### config.mk
export PLATFORM = sky130hd
export DESIGN_NAME = inst_fetch_flat
export DESIGN_NICKNAME = d
export VERILOG_FILES = /design/src/rtl/inst_fetch_pkg.sv /design/src/rtl/inst_fetch_if.sv /design/src/rtl/inst_fetch_fifo.sv /design/src/rtl/inst_fetch.sv /design/src/flat_wrapper.sv
export SDC_FILE = /design/constraint.sdc
export NUM_CORES = 1
export LEC_CHECK = 0
export BUFFER_PORTS_ARGS = -buffer_cell sky130_fd_sc_hd__buf_2
export CAP_MARGIN = 0
export CORE_ASPECT_RATIO = 1.5
export CORE_MARGIN = 3
export CORE_UTILIZATION = 62
export CTS_CLUSTER_SIZE = 20
export DETAILED_ROUTE_END_ITERATION = 8
export PLACE_DENSITY = 0.95
export SLEW_MARGIN = 20
export SYNTH_ARGS = -nofsm -noshare
export SYNTH_HDL_FRONTEND = slang
export SYNTH_SLANG_ARGS = --single-unit
export TNS_END_PERCENT = 5
### constraint.sdc
create_clock -name clk -period 6.29 [get_ports clk]
set_input_delay 0.629 -clock clk [delete_from_list [all_inputs] [get_ports clk]]
set_output_delay 0.629 -clock clk [all_outputs]
set_load 0.005 [all_outputs]
### src/rtl/inst_fetch_pkg.sv
// -----------------------------------------------------------------------------
// inst_fetch_pkg
// Shared definitions for the instruction fetch unit: bus widths, chip-enable
// levels, the zero word, the reset fetch address and the fetch-buffer entry.
// Optional feature macro: IF_ALIGN_CHECK_EN (adds an address-error bit to
// every buffered entry).
// -----------------------------------------------------------------------------
package inst_fetch_pkg;

   localparam int          InstAddrBus = 32;
   localparam int          InstBus     = 32;
   localparam logic [31:0] ZeroWord    = 32'h0000_0000;
   localparam logic        ChipEnable  = 1'b1;
   localparam logic        ChipDisable = 1'b0;
   localparam logic [31:0] RESET_PC_DEF = 32'h0000_0000;

   // One fetch-buffer entry; adel only exists when alignment checking is built in
   typedef struct packed {
`ifdef IF_ALIGN_CHECK_EN
      logic                 adel;
`endif
      logic [InstAddrBus-1:0] pc;
      logic [InstBus-1:0]     inst;
   } fetch_entry_t;

   localparam int FETCH_ENTRY_W = $bits(fetch_entry_t);

   // Clears the two byte-offset bits so a redirect target is word aligned
   function automatic logic [31:0] align_pc(input logic [31:0] p);
      return p & 32'hFFFF_FFFC;
   endfunction

endpackage

### src/rtl/inst_fetch_if.sv
// -----------------------------------------------------------------------------
// inst_fetch_if
// Groups the ROM read bus and the fetch->decode handshake.
//   ROM bus : ce (chip enable), addr (byte address), inst (read data, same cycle)
//   Decode  : id_valid_o, id_pc_o, id_inst_o, id_adel_o towards decode,
//             id_ready_i back from decode
// master = fetch unit, slave = ROM + decode side.
// -----------------------------------------------------------------------------
interface inst_fetch_if;
   import inst_fetch_pkg::*;

   logic                   ce;
   logic [InstAddrBus-1:0] addr;
   logic [InstBus-1:0]     inst;
   logic                   id_ready_i;
   logic                   id_valid_o;
   logic [InstAddrBus-1:0] id_pc_o;
   logic [InstBus-1:0]     id_inst_o;
   logic                   id_adel_o;

   modport master (
      output ce, addr, id_valid_o, id_pc_o, id_inst_o, id_adel_o,
      input  inst, id_ready_i
   );

   modport slave (
      input  ce, addr, id_valid_o, id_pc_o, id_inst_o, id_adel_o,
      output inst, id_ready_i
   );
endinterface

### src/rtl/inst_fetch_fifo.sv
// -----------------------------------------------------------------------------
// inst_fifo
// Synchronous FIFO with a synchronous flush, used as the fetch buffer.
//   clk, rst_n : clock, asynchronous active-low reset
//   flush_i    : empties the FIFO at the next edge (wins over push/pop)
//   push_i     : write wdata_i at the tail (caller guarantees not full or popping)
//   pop_i      : drop the head entry (caller guarantees not empty)
//   rdata_o    : head entry, all zeros while empty
//   empty_o, full_o : occupancy flags
// DEPTH must be a power of two >= 2 so the pointers wrap naturally.
// -----------------------------------------------------------------------------
module inst_fifo #(
   parameter int DEPTH = 4,
   parameter int WIDTH = 64
) (
   input  logic             clk,
   input  logic             rst_n,
   input  logic             flush_i,
   input  logic             push_i,
   input  logic             pop_i,
   input  logic [WIDTH-1:0] wdata_i,
   output logic [WIDTH-1:0] rdata_o,
   output logic             empty_o,
   output logic             full_o
);
   localparam int PW = $clog2(DEPTH);

   logic [PW-1:0]    wr_ptr_q, rd_ptr_q;
   logic [PW:0]      count_q;
   logic [WIDTH-1:0] mem_q [DEPTH];

   // Pointer and occupancy bookkeeping
   always_ff @(posedge clk or negedge rst_n) begin
      if (!rst_n) begin
         wr_ptr_q <= {PW{1'b0}};
         rd_ptr_q <= {PW{1'b0}};
         count_q  <= {(PW+1){1'b0}};
      end else if (flush_i) begin
         wr_ptr_q <= {PW{1'b0}};
         rd_ptr_q <= {PW{1'b0}};
         count_q  <= {(PW+1){1'b0}};
      end else begin
         if (push_i) wr_ptr_q <= wr_ptr_q + PW'(1);
         if (pop_i)  rd_ptr_q <= rd_ptr_q + PW'(1);
         case ({push_i, pop_i})
            2'b10:   count_q <= count_q + (PW+1)'(1);
            2'b01:   count_q <= count_q - (PW+1)'(1);
            default: count_q <= count_q;
         endcase
      end
   end

   // Entry storage; contents are never observed while empty, so no reset
   always_ff @(posedge clk) begin
      if (push_i && !flush_i) mem_q[wr_ptr_q] <= wdata_i;
   end

   assign empty_o = (count_q == {(PW+1){1'b0}});
   assign full_o  = (count_q == (PW+1)'(DEPTH));
   assign rdata_o = empty_o ? {WIDTH{1'b0}} : mem_q[rd_ptr_q];
endmodule

### src/rtl/inst_fetch.sv
// -----------------------------------------------------------------------------
// inst_fetch
// Instruction fetch initiator. Reads the combinational instruction ROM at pc,
// buffers {pc, inst} in inst_fifo and hands entries to decode.
//   clk, rst         : clock, asynchronous active-low reset
//   bus (master)     : ce/addr/inst ROM bus, id_* decode handshake
//   redirect_i       : flush the buffer and restart fetch at redirect_pc_i
//   redirect_pc_i    : new fetch address
// Optional feature macro: IF_ALIGN_CHECK_EN. When defined, a misaligned
// redirect halts fetch after queuing one address-error entry (adel=1);
// otherwise the redirect target is forced word aligned.
// -----------------------------------------------------------------------------
module inst_fetch
   import inst_fetch_pkg::*;
#(
   parameter int          FIFO_DEPTH = 4,
   parameter logic [31:0] RESET_PC   = RESET_PC_DEF
) (
   input  logic               clk,
   input  logic               rst,
   inst_fetch_if.master       bus,
   input  logic               redirect_i,
   input  logic [31:0]        redirect_pc_i
);
   logic         en_q;
   logic [31:0]  pc_q, pc_d;
   logic [31:0]  redir_pc_s;
   logic         push_s, pop_s, ce_s, id_valid_s;
   logic         empty_s, full_s;
   logic         halt_s;
   fetch_entry_t wr_entry_s, rd_entry_s;
   logic [FETCH_ENTRY_W-1:0] rdata_s;

`ifdef IF_ALIGN_CHECK_EN
   logic halt_q, halt_d;
   logic adel_sent_q, adel_sent_d;
`endif

   // Fetch enable rises one edge after reset release, so the release cycle never accesses ROM
   always_ff @(posedge clk or negedge rst) begin
      if (!rst) begin
         en_q <= 1'b0;
         pc_q <= RESET_PC;
      end else begin
         en_q <= 1'b1;
         pc_q <= pc_d;
      end
   end

`ifdef IF_ALIGN_CHECK_EN
   // Halt state for misaligned redirects
   always_ff @(posedge clk or negedge rst) begin
      if (!rst) begin
         halt_q      <= 1'b0;
         adel_sent_q <= 1'b0;
      end else begin
         halt_q      <= halt_d;
         adel_sent_q <= adel_sent_d;
      end
   end
`endif

   // Push/pop arbitration, ROM enable and next pc; redirect overrides everything
   always_comb begin
      halt_s     = 1'b0;
      redir_pc_s = align_pc(redirect_pc_i);
`ifdef IF_ALIGN_CHECK_EN
      redir_pc_s  = redirect_pc_i;
      halt_s      = halt_q;
      halt_d      = halt_q;
      adel_sent_d = adel_sent_q;
`endif
      id_valid_s = !empty_s && !redirect_i;
      pop_s      = id_valid_s && bus.id_ready_i;
      push_s     = en_q && !redirect_i && (!full_s || pop_s);
`ifdef IF_ALIGN_CHECK_EN
      // Once the single error entry is queued, a halted unit stays idle
      if (halt_q && adel_sent_q) begin
         push_s = 1'b0;
      end else begin
         push_s = push_s;
      end
      if (redirect_i) begin
         halt_d      = (redirect_pc_i[1:0] != 2'b00);
         adel_sent_d = 1'b0;
      end else if (push_s && halt_q) begin
         adel_sent_d = 1'b1;
      end else begin
         adel_sent_d = adel_sent_q;
      end
`endif
      // The error entry is synthesised locally, so the ROM is not enabled for it
      ce_s = push_s && !halt_s;

      wr_entry_s.pc   = pc_q;
      wr_entry_s.inst = halt_s ? ZeroWord : bus.inst;
`ifdef IF_ALIGN_CHECK_EN
      wr_entry_s.adel = halt_s;
`endif

      if (redirect_i) begin
         pc_d = redir_pc_s;
      end else if (ce_s) begin
         pc_d = pc_q + 32'd4;
      end else begin
         pc_d = pc_q;
      end
   end

   inst_fifo #(
      .DEPTH (FIFO_DEPTH),
      .WIDTH (FETCH_ENTRY_W)
   ) u_fifo (
      .clk     (clk),
      .rst_n   (rst),
      .flush_i (redirect_i),
      .push_i  (push_s),
      .pop_i   (pop_s),
      .wdata_i (wr_entry_s),
      .rdata_o (rdata_s),
      .empty_o (empty_s),
      .full_o  (full_s)
   );

   assign rd_entry_s     = fetch_entry_t'(rdata_s);
   assign bus.ce         = ce_s ? ChipEnable : ChipDisable;
   assign bus.addr       = pc_q;
   assign bus.id_valid_o = id_valid_s;
   assign bus.id_pc_o    = rd_entry_s.pc;
   assign bus.id_inst_o  = rd_entry_s.inst;
`ifdef IF_ALIGN_CHECK_EN
   assign bus.id_adel_o  = rd_entry_s.adel;
`else
   assign bus.id_adel_o  = 1'b0;
`endif
endmodule

### src/flat_wrapper.sv
// flat-port wrapper written by rule: the top's interface ports become plain ports
module inst_fetch_flat import inst_fetch_pkg::*;
#(
   parameter int          FIFO_DEPTH = 4,
   parameter logic [31:0] RESET_PC   = RESET_PC_DEF
)
  (clk, rst, redirect_i, redirect_pc_i, bus_ce, bus_addr, bus_id_valid_o, bus_id_pc_o, bus_id_inst_o, bus_id_adel_o, bus_inst, bus_id_ready_i);
  inst_fetch_if bus_i ();
  input  logic clk;
  input  logic rst;
  input  logic redirect_i;
  input  logic [31:0] redirect_pc_i;
  output wire logic [$bits(bus_i.ce)-1:0] bus_ce;
  output wire logic [$bits(bus_i.addr)-1:0] bus_addr;
  output wire logic [$bits(bus_i.id_valid_o)-1:0] bus_id_valid_o;
  output wire logic [$bits(bus_i.id_pc_o)-1:0] bus_id_pc_o;
  output wire logic [$bits(bus_i.id_inst_o)-1:0] bus_id_inst_o;
  output wire logic [$bits(bus_i.id_adel_o)-1:0] bus_id_adel_o;
  input wire logic [$bits(bus_i.inst)-1:0] bus_inst;
  input wire logic [$bits(bus_i.id_ready_i)-1:0] bus_id_ready_i;
  assign bus_ce = bus_i.ce;
  assign bus_addr = bus_i.addr;
  assign bus_id_valid_o = bus_i.id_valid_o;
  assign bus_id_pc_o = bus_i.id_pc_o;
  assign bus_id_inst_o = bus_i.id_inst_o;
  assign bus_id_adel_o = bus_i.id_adel_o;
  assign bus_i.inst = bus_inst;
  assign bus_i.id_ready_i = bus_id_ready_i;
  inst_fetch #(.FIFO_DEPTH(FIFO_DEPTH), .RESET_PC(RESET_PC)) u_core (.clk(clk), .rst(rst), .bus(bus_i), .redirect_i(redirect_i), .redirect_pc_i(redirect_pc_i));
endmodule
## Word level (Yosys, flattened, before mapping)

Memory sizes are Yosys's and may differ from the RTL's.
Index checks and enable logic that the tools add are counted.

| cells by class | value |
|---|---|
| add/subtract/negate cells | 5 |
| equal/unequal tests | 3 |
| muxes and demuxes | 12 |
| reduce and logical (&&, ||, !) cells | 13 |

Operators by type and width:

| operator | count |
|---|---|
| 32-bit 2-to-1 mux | 2 |
| 64-bit 2-to-1 mux | 1 |
| 32-bit by 3-bit adder with 32-bit output (second input constant) | 1 |
| 2-bit 2-to-1 mux | 4 |
| 3-bit one-hot mux with 2 select lines | 1 |
| 1-bit logical AND | 5 |
| 2-bit by 1-bit adder with 2-bit output (second input constant) | 2 |
| 2-bit nonzero test | 2 |
| 3-bit by 1-bit adder with 3-bit output (second input constant) | 1 |
| 3-bit equality test (second input constant) | 1 |
| 1-bit zero test | 3 |
| 3-bit zero test | 1 |
| 1-bit 2-to-1 mux | 3 |
| 3-bit 2-to-1 mux | 1 |
| 3-bit nonzero test | 1 |
| 3-bit by 1-bit subtractor with 3-bit output (second input constant) | 1 |
| 2-bit by 1-bit equality test with 1-bit output (second input constant) | 1 |
| 2-bit equality test (second input constant) | 1 |
| 1-bit logical OR | 1 |

| word-level totals | value |
|---|---|
| register bits | 40 |
| RAM bits | 256 |
| bits of input ports | 68 |
| memories | 1 |

Memories:

| name | words | bits a word | rd ports | clocked after memory_dff | wr ports | RTL line | RTL |
|---|---|---|---|---|---|---|---|
| u_core.u_fifo.mem_q | 4 | 64 | 1 | 0 | 1 | inst_fetch_fifo.sv:30 | `logic [WIDTH-1:0] mem_q [DEPTH];` |

## Depth between registers and ports, before layout

| depth | value |
|---|---|
| word-level depth | 9 |
| mapped depth | 9 |
| mapped depth without buffers | 8 |

## By module

A second synthesis with hierarchy kept.

| unflattened totals | value |
|---|---|
| cells, all modules | 686 |
| area total of the unflattened synthesis | 12102.9 µm² |

By module, submodules not included:

| module | times used | cells each | area each (µm²) | sequential area each (µm²) |
|---|---|---|---|---|
| inst_fifo | 1 | 448 | 10095.9 | 7862.5 |
| inst_fetch | 1 | 238 | 2006.9 | 775.7 |

## Worst setup path before layout

OpenSTA, ideal clock, no wires.

| timing path | value |
|---|---|
| path type | input to register |
| start point | input port bus_id_ready_i |
| end point | memory u_core.u_fifo.mem_q[0][0] (enable) |
| setup time | 426 ps |
| data arrival time | 3035 ps |
| setup slack | 2828 ps |
| cell stages on the path | 6 |
| path through | buf_2 or4b_2 clkbuf_1 nand2_1 nor2_1 and2_1 |

| between the ends | value |
|---|---|
| word-level cells in the longest chain between the ends | 6 |

RTL lines:

| what | RTL line | RTL |
|---|---|---|
| start: declaration | flat_wrapper.sv:20 | `input wire logic [$bits(bus_i.id_ready_i)-1:0] bus_id_ready_i;` |
| 1-bit logical AND | inst_fetch.sv:74 | `pop_s = id_valid_s && bus.id_ready_i;` |
| 1-bit logical OR | inst_fetch.sv:75 | `push_s = en_q && !redirect_i && (!full_s \|\| pop_s);` |
| 1-bit logical AND | inst_fetch.sv:75 |  |
| 1-bit logical AND | inst_fetch_fifo.sv:55 | `if (push_i && !flush_i) mem_q[wr_ptr_q] <= wdata_i;` |
| 1-bit 2-to-1 mux | inst_fetch_fifo.sv:55 |  |
| 1-bit 2-to-1 mux (implied by the code) | inst_fetch_fifo.sv:55 |  |
| end: declaration | inst_fetch_fifo.sv:30 |  |

Every way passes these cells.

## Worst setup path after layout

| timing path | value |
|---|---|
| start point | register u_core.u_fifo.rd_ptr_q[0] |
| end point | output port bus_id_inst_o[18] |

| between the ends | value |
|---|---|
| word-level cells in the longest chain between the ends | 2 |

RTL lines:

| what | RTL line | RTL |
|---|---|---|
| start: declaration | inst_fetch_fifo.sv:28 | `logic [PW-1:0] wr_ptr_q, rd_ptr_q;` |
| start signal: assignment | inst_fetch_fifo.sv:36 | `rd_ptr_q <= {PW{1'b0}};` |
| start signal: assignment | inst_fetch_fifo.sv:40 | `rd_ptr_q <= {PW{1'b0}};` |
| start signal: assignment | inst_fetch_fifo.sv:44 | `if (pop_i) rd_ptr_q <= rd_ptr_q + PW'(1);` |
| memory read 4 x 64 bit | n/a |  |
| 64-bit 2-to-1 mux | inst_fetch_fifo.sv:60 | `assign rdata_o = empty_o ? {WIDTH{1'b0}} : mem_q[rd_ptr_q];` |
| end: declaration | flat_wrapper.sv:17 | `output wire logic [$bits(bus_i.id_inst_o)-1:0] bus_id_inst_o;` |

Every way passes these cells.

==> results.sh <==
export IMPL_status="finished, final reports clean"
export IMPL_mostFrequentLayoutCell="edfxtp_1"
export IMPL_highest_layer="met4"
export IMPL_core_sq_um=18700
export IMPL_cts_tree="done"
export IMPL_ys_seq_area_share_pct=70.7
export IMPL_path_buf_inv=2
export IMPL_p_int_mw=3.27
export IMPL_post_cts_resize_count=0
export IMPL_slowest_delay_ps=980
export IMPL_drt_first_pass_iters=5
export IMPL_cpMaxStageDelayCell="dfrtp_4"
export IMPL_fp_dieW_um=119
export IMPL_r2r_end="u_core.u_fifo.mem_q[3][53]"
export IMPL_ios=167
export IMPL_dr_first_iter_drc_count=618
export IMPL_synthFlopType="edfxtp_1"
export IMPL_fin_nets=909
export IMPL_critPathLaunchType="flip-flop"
export IMPL_start_util_pct=63.5
export IMPL_viasPerCell=6.17
export IMPL_ys_ff_latch=286
export IMPL_rrSetupSlack_ps=3550
export IMPL_static_leakage_power_nw=4.77
export IMPL_die_h_um=175
export IMPL_drive_gt1_share_pct=32.7
export IMPL_clk_pin_slew_ps=70
export IMPL_final_cell_mix="248 x edfxtp_1, 159 x buf_2, 64 x and2_1"
export IMPL_finalHoldViolations=0
export IMPL_r2r_start="u_core.u_fifo.count_q[0]"
export IMPL_skew_ps=8.65
export IMPL_required_ps=5660
export IMPL_io_buffer_count=159
export IMPL_startpoint="u_core.u_fifo.rd_ptr_q[0]"
export IMPL_met2RoutedLength_um=13600
export IMPL_grt_remaining_overflow=0
export IMPL_critPathMaxFanout=41
export IMPL_synth_cells=689
export IMPL_clockPowerShare_pct=35.2
export IMPL_drc=0
export IMPL_wl_per_cell_um=22.5
export IMPL_post_route_period_util_pct=57.2
export IMPL_cts_hold_buf=0
export IMPL_area_delta_synth_final_pct=14.7
export IMPL_fin_tns_setup_ps=0
export IMPL_async_flop_share_pct=13.3
export IMPL_switching_share_pct=23.4
export IMPL_insertion_delay_ps=510
export IMPL_cts_made_buffers=25
export IMPL_synthesis_area_sq_um=11900
export IMPL_totalWireLength_um=24800
export IMPL_synthDistinctLibCells=51
export IMPL_post_dp_hpwl_um=14700
export IMPL_fin_crit_ps=3600
export IMPL_r2r_cells=4
export IMPL_worst_slew_pin_slew_ps=974
export IMPL_seqPwrFrac_pct=52.9
export IMPL_slew_viol_final=0
export IMPL_netSwitchingPower_mw=1.00
export IMPL_fillers=1111
export IMPL_grt_first_pass_wirelength_um=38800
export IMPL_grt_max_degree=65
export IMPL_cts_max_level=1
export IMPL_syn_mean_instance_area_sq_um=17.2
export IMPL_cp_cell_sequence="buf_4, mux4_2, and2_1, buf_2"
export IMPL_clock_path_buffers=3
export IMPL_rsz0062_at_grt="no"
export IMPL_finalInstanceArea_sq_um=13600
export IMPL_antenna_found_initial=1
export IMPL_postCtsSetupRepairBufs=0
export IMPL_rows=61
export IMPL_path_class="reg -> out"
export IMPL_maxCapViolations=0
export IMPL_dieArea_sq_um=20900
export IMPL_vias=6829
export IMPL_relSlewSlack_pct=35.1
export IMPL_worstHoldPathType="in -> async"
export IMPL_cts_sinks=286
export IMPL_p_comb_share_pct=11.9
export IMPL_grt_pass1_vias=6943
export IMPL_gp_congestion=0.844
export IMPL_fmax_mhz=278
export IMPL_final_antenna_net_count=0
export IMPL_cts_root_buffer="clkbuf_16"
export IMPL_placed_cell_area_sq_um=12800
export IMPL_wl_met1_um=9170
export IMPL_cpLargestDelayFamily="flip-flops"
export IMPL_setup_violations=0
export IMPL_synth_edff_count=248
export IMPL_grt_use_total_pct=23.8
export IMPL_power_density_nw_per_um2=314
export IMPL_wl_met3_um=1460
export IMPL_ir_worst_vdd_mv=0.203
export IMPL_cp_end_kind="output pin"
export IMPL_cp_arrival_ps=2970
export IMPL_yosys_warnings=0
power groups by stage:
stage                     Combinational, mW  Sequential, mW  Clock [mW]
after global routing                  0.556            2.28        1.59
final                                 0.509            2.26        1.50
after global placement                0.496            2.29           0
after floorplan                       0.344            2.24           0
after CTS                             0.516            2.26        1.52
after detailed placement              0.510            2.30           0
state kept, by name (all words and copies together), names as in the netlist:
signal	flops
u_core.u_fifo.wr_ptr_q	2
u_core.en_q	1
u_core.u_fifo.rd_ptr_q	2
u_core.u_fifo.mem_q	248
u_core.u_fifo.count_q	3
u_core.bus.addr	30
cell type report:
type	count	area, sq um	area share, %
Antenna cell	1	2.50	0.0184
Clock buffer	28	637	4.67
Clock inverter	17	170	1.25
Inverter	7	26.3	0.193
Multi-Input combinational cell	354	3260	23.9
Sequential cell	286	8400	61.7
Tap cell	252	315	2.31
Timing Repair Buffer	161	811	5.95
cells in the mapped netlist, types with 5 or more instances:
library cell	number	area, sq um
mux4_2	62	1400
inv_1	7	26.3
dfrtp_1	38	951
o21ai_0	13	65.1
buf_4	5	37.5
buf_2	11	55.1
nand2_1	29	109
nand4_1	6	37.5
o31ai_1	12	90.1
or4_1	28	210
nand3_1	16	80.1
edfxtp_1	248	7450
ha_1	5	62.6
clkbuf_1	28	105
nor2_1	27	101
nor3_1	6	30.0
nor2b_1	6	37.5
xor2_1	7	61.3
and2_1	68	425
a31oi_1	13	81.3
per-stage QoR:
step                worst slack, ps  std cells  utilization (%)  total power, mW  hold WS (ps)
floorplan                      2830        693                -             2.59           333
global placement               3180       1060             68.5             2.79           561
detailed placement             3160       1060             68.5             2.81           568
CTS                            2570       1105             72.8             4.30           256
global route                   2460       1106             72.9             4.42           290
finish                         2690       1106             72.9             4.27           248
per-layer routing:
metal | up-vias | global-route usage [%]
met3 | 47 | 2.77
li1 | 3007 | -
met1 | 3467 | 30.4
met5 | - | 0
met2 | 308 | 42.7
met4 | 0 | 8.17
cell families (layout without fill, tap and decap cells):
family | after synthesis | after routing | share of synthesized area (%)
AOI/OAI and AO/OA | 58 | 58 | 3.28
buffers and inverters | 53 | 213 | 2.08
other | 2 | 7 | 0.0633
xor gates and xnor gates | 10 | 10 | 0.738
adders and majority gates | 6 | 6 | 0.696
DFF | 286 | 286 | 70.7
muxes | 66 | 66 | 12.1
and+or+nand+nor | 208 | 208 | 10.3
worst max path at each step:
stage                                           end  slack, ps  cells after the start
after global routing              bus_id_inst_o[18]       2460                      4
after detailed placement             bus_id_pc_o[9]       3160                      4
after global placement               bus_id_pc_o[7]       3180                      4
final                             bus_id_inst_o[18]       2690                      4
after floorplan           u_core.u_fifo.mem_q[0][0]       2830                      6
after CTS                         bus_id_inst_o[18]       2570                      4
(Power assumes the default switching activity.)
